### src/rtl/srl_fifo_read_ctrl.sv
// Control and registered FWFT read stage for an FIFO built on addressable shift-register storage.
// Capacity is DEPTH words in storage plus one word held in the output register.
module srl_fifo_read_ctrl #(
  parameter int DATA_WIDTH = 1,
  parameter int ADDR_WIDTH = 1,
  parameter int DEPTH      = 2
) (
  input  logic                  clk,
  input  logic                  reset,
  input  logic                  if_write_ce,
  input  logic                  if_write,
  input  logic [DATA_WIDTH-1:0] if_din,
  output logic                  if_full_n,
  input  logic                  if_read_ce,
  input  logic                  if_read,
  output logic [DATA_WIDTH-1:0] if_dout,
  output logic                  if_empty_n,
  output logic                  srl_we,
  output logic [DATA_WIDTH-1:0] srl_din,
  output logic [ADDR_WIDTH-1:0] srl_addr,
  input  logic [DATA_WIDTH-1:0] srl_dout
);

  localparam logic [ADDR_WIDTH:0] CNT_FULL = (ADDR_WIDTH+1)'(DEPTH);

  logic [ADDR_WIDTH:0]   cnt;
  logic                  out_valid;
  logic [DATA_WIDTH-1:0] dout_q;
  logic                  push;
  logic                  pop;
  logic                  load;
  logic                  cnt_zero;

  assign cnt_zero  = (cnt == '0);
  assign if_full_n = (cnt != CNT_FULL);
  assign push      = if_write & if_write_ce & if_full_n;
  assign pop       = if_read & if_read_ce & out_valid;
  // Refill the output register whenever it is empty or being consumed this cycle.
  assign load      = !cnt_zero & (!out_valid | pop);

  assign srl_we     = push;
  assign srl_din    = if_din;
  // Oldest entry sits at the deepest occupied slot; address is read before the shift lands.
  assign srl_addr   = cnt_zero ? '0 : ADDR_WIDTH'(cnt - 1'b1);
  assign if_empty_n = out_valid;
  assign if_dout    = dout_q;

  always_ff @(posedge clk) begin
    if (reset) begin
      cnt       <= '0;
      out_valid <= 1'b0;
      dout_q    <= '0;
    end else begin
      cnt <= cnt + (ADDR_WIDTH+1)'(push) - (ADDR_WIDTH+1)'(load);
      if (load) begin
        dout_q    <= srl_dout;
        out_valid <= 1'b1;
      end else if (pop) begin
        out_valid <= 1'b0;
      end
    end
  end

endmodule
### config.mk
export PLATFORM = sky130hd
export DESIGN_NAME = srl_fifo_read_ctrl
export DESIGN_NICKNAME = d
export VERILOG_FILES = /design/src/rtl/srl_fifo_read_ctrl.sv
export SDC_FILE = /design/constraint.sdc
export NUM_CORES = 1
export LEC_CHECK = 0
export ABC_AREA = 0
export BUFFER_PORTS_ARGS = -buffer_cell sky130_fd_sc_hd__buf_2
export CAP_MARGIN = 20
export CORE_AREA = 2 2 39 41
export CTS_CLUSTER_SIZE = 25
export DETAILED_ROUTE_END_ITERATION = 8
export DIE_AREA = 0 0 41 43
export GPL_TIMING_DRIVEN = 0
export PLACE_DENSITY = 0.45
export SYNTH_ARGS = -nofsm -noshare
export SYNTH_HDL_FRONTEND = slang
export SYNTH_SLANG_ARGS = --single-unit
### constraint.sdc
create_clock -name clk -period 3.2 [get_ports clk]
set_input_delay 0.48 -clock clk [delete_from_list [all_inputs] [get_ports clk]]
set_output_delay 0.48 -clock clk [all_outputs]
set_load 0.02 [all_outputs]
==> impl_metrics.yaml <==
floorplan:
  floorplan.initialDensity_pct: 15.1
  core-area_sq_um: 1380
  rows: 14
  pin_count: 14
  dieHeight_um: 43
  fp.dieW_um: 41
  dieArea_sq_um: 1760
timing:
  fin_crit_ns: 1.54
  worst_clock_skew_ns: 0.00221
  slew_violations: 0
  setup_viol: 0
  timing.slew.headroom_pct: 88.5
  final.setup.tns_ns: 0
  hold_viol: 0
  fmax_ghz: 0.651
  fin_hold_ws_ns: 0.457
  rsz0062_at_grt: "false"
  fin_crit_sh_pct: 48.0
  worst_pin_slew_ns: 0.172
setup_path:
  startpoint_type: "register"
  path_class: "reg2out"
  crit_cells: 3
  path_delay_family: "flip-flops"
  slowest_stage: "dfxtp_1"
  endpoint_kind: "primary output"
  cp_max_fo: 3
  crit_chain: "nand2_1, and3_1, buf_2"
  crit_required_ns: 2.72
  arrival_ns: 1.06
  cp_slowest_stage_delay_ns: 0.36
  r2r_cells: 8
  crit_buf_inv: 1
yosys:
  synth_area_sq_um: 209
  ys_seq_elements: 4
  yosysTopAreaCell: "dfxtp_1"
  syn-num-nets: 34
  yosysWarningCount: 0
  syn_avg_cell_area_sq_um: 8.71
  synth_top_cell_area_share_pct: 38.3
  ys_types: 14
  yosys-top-cells-area: "dfxtp_1 (38%), ha_1 (12%), nand2b_1 (6.0%)"
  synth_cells: 24
  ys_seq_area_share_pct: 38.3
cells_and_area:
  drive_gt1_share_pct: 43.6
  fillerInstances: 139
  design_area_sq_um: 312
  diodes: 0
  stdcell_count: 55
  area_delta_synth_final_pct: 49.1
  ff_latch_area_sq_um: 80.1
  nets: 51
  multiInputGateArea_sq_um: 110
power:
  peakVddDrop_uv: 333
  p_total_uw: 260
  p_leak_nw: 0.173
  switching_share_pct: 37.4
  comb_power_share_pct: 46.2
  p_clk_share_pct: 24.0
  p_int_uw: 163
  net-switching-power_uw: 97.2
  power.density_nw_per_um2: 835
  seqPwrFrac_pct: 29.8
global_routing:
  grt_use_total_pct: 5.94
  grt_max_degree: 6
  grt_overflow: 0
  antenna_found_initial: 0
  grt_pass1_vias: 163
  grt_pass1_wl_um: 607
cts:
  cts_buffers: 3
  ctsResizeCount: 0
  postCtsHoldBufs: 0
  cts_buffer_depth: 2
  cts_root_buf: "clkbuf_4"
  clk_pin_slew_ns: 0.04
  cts_setup_buffers: 0
  htreeDepth: 1
  cts_tree: "built"
  clk_latency_ns: 0.24
  cts.sinks: 4
place:
  place_inst: 52
  dp.final_hpwl_um: 302
  place_area_sq_um: 289
  gp_congestion: 0.628
  port_buffers: 12
route:
  wl_um: 383
  route.met2.wl_um: 160
  routed_via_density: 3.45
  vias: 190
  drt_iter0_drc: 2
  wl_met1_um: 155
  post_drt_wl_per_cell_um: 6.96
  ant_nets: 0
  drtPass1Iterations: 2
  drc: 0
  met3_wirelength_um: 59
  routed.top_layer: "met4"
hold_path:
  hold_depth: 2
  hp-class: "in2reg"
run:
  max-cap-violations: 0
outcome:
  status: "completed"
area by class of cell:
class                      count  share of cell area, %
timing repair buffer          12                   19.3
multi-input combinational     16                   35.3
clock buffer                   3                   7.23
tap                           16                   6.43
inverter                       3                   3.61
buffer                         1                   2.41
sequential                     4                   25.7
placed cells by master (no fill, tap or decap), types with 2 or more instances in the layout:
cell      count
buf_2        12
dfxtp_1       4
nand2_1       3
inv_1         3
clkbuf_4      3
nor2_1        2
nand2b_1      2
ha_1          2
logic make-up after synthesis:
| group | Yosys count | synth area share, % |
|---|---|---|
| simple gates | 9 | 21.0 |
| buf+inv | 4 | 8.98 |
| flops | 4 | 38.3 |
| compound gates | 2 | 6.59 |
| xor+xnor | 2 | 8.38 |
| fa+ha+maj | 2 | 12.0 |
| mux | 1 | 4.79 |
power groups by stage:
stage	clock network [mW]	logic (mW)	registers, mW
5_1_grt	0.0701	0.134	0.0802
3_5_place_dp	0	0.122	0.0783
2_1_floorplan	0	0.0836	0.0865
3_3_place_gp	0	0.121	0.0783
4_1_cts	0.0645	0.123	0.0778
6_report	0.0623	0.120	0.0776
path summary, 6_finish.rpt:
| kind | startpoint | end | slack [ns] |
|---|---|---|---|
| max | cnt[1] | srl_we | 1.66 |
| min | reset | if_empty_n | 0.46 |
| max reg2reg | cnt[1] | cnt[1] | 1.71 |
| min reg2reg | if_dout | if_dout | 0.47 |
registers in the layout (all words and copies together) (netlist names):
| name | flops |
|---|---|
| cnt | 2 |
| if_dout | 1 |
| if_empty_n | 1 |
synthesized netlist by cell type:
| library cell | count |
|---|---|
| inv_1 | 3 |
| buf_4 | 1 |
| nand2b_1 | 2 |
| nor2b_1 | 1 |
| nor2_1 | 2 |
| a21oi_1 | 1 |
| dfxtp_1 | 4 |
| ha_1 | 2 |
| a21oi_2 | 1 |
| xnor2_1 | 1 |
| xor2_1 | 1 |
| mux2i_1 | 1 |
| nand2_1 | 3 |
| and3_1 | 1 |
stage by stage:
| stage | util (%) | setup slack (ns) |
|---|---|---|
| 2_1_floorplan | - | 1.62 |
| 3_3_place_gp | 20.9 | 1.47 |
| 3_5_place_dp | 20.9 | 1.46 |
| 4_1_cts | 22.5 | 1.66 |
| 5_1_grt | 22.5 | 1.56 |
| 6_report | 22.5 | 1.66 |
worst register-to-register path, delay by kind of cell, from the launching register on:
family	cells	cell delay, ns
compound gates	1	0.15
xor+xnor	2	0.30
fa+ha+maj	2	0.39
buf+inv	1	0.05
flops	1	0.36
simple gates	2	0.14
routing by layer:
metal,track usage [%],vias up
met4,6.00,0
met5,0,-
met2,6.88,10
met3,6.81,2
li1,-,104
met1,4.87,74
Power figures use the tool's default switching activity.
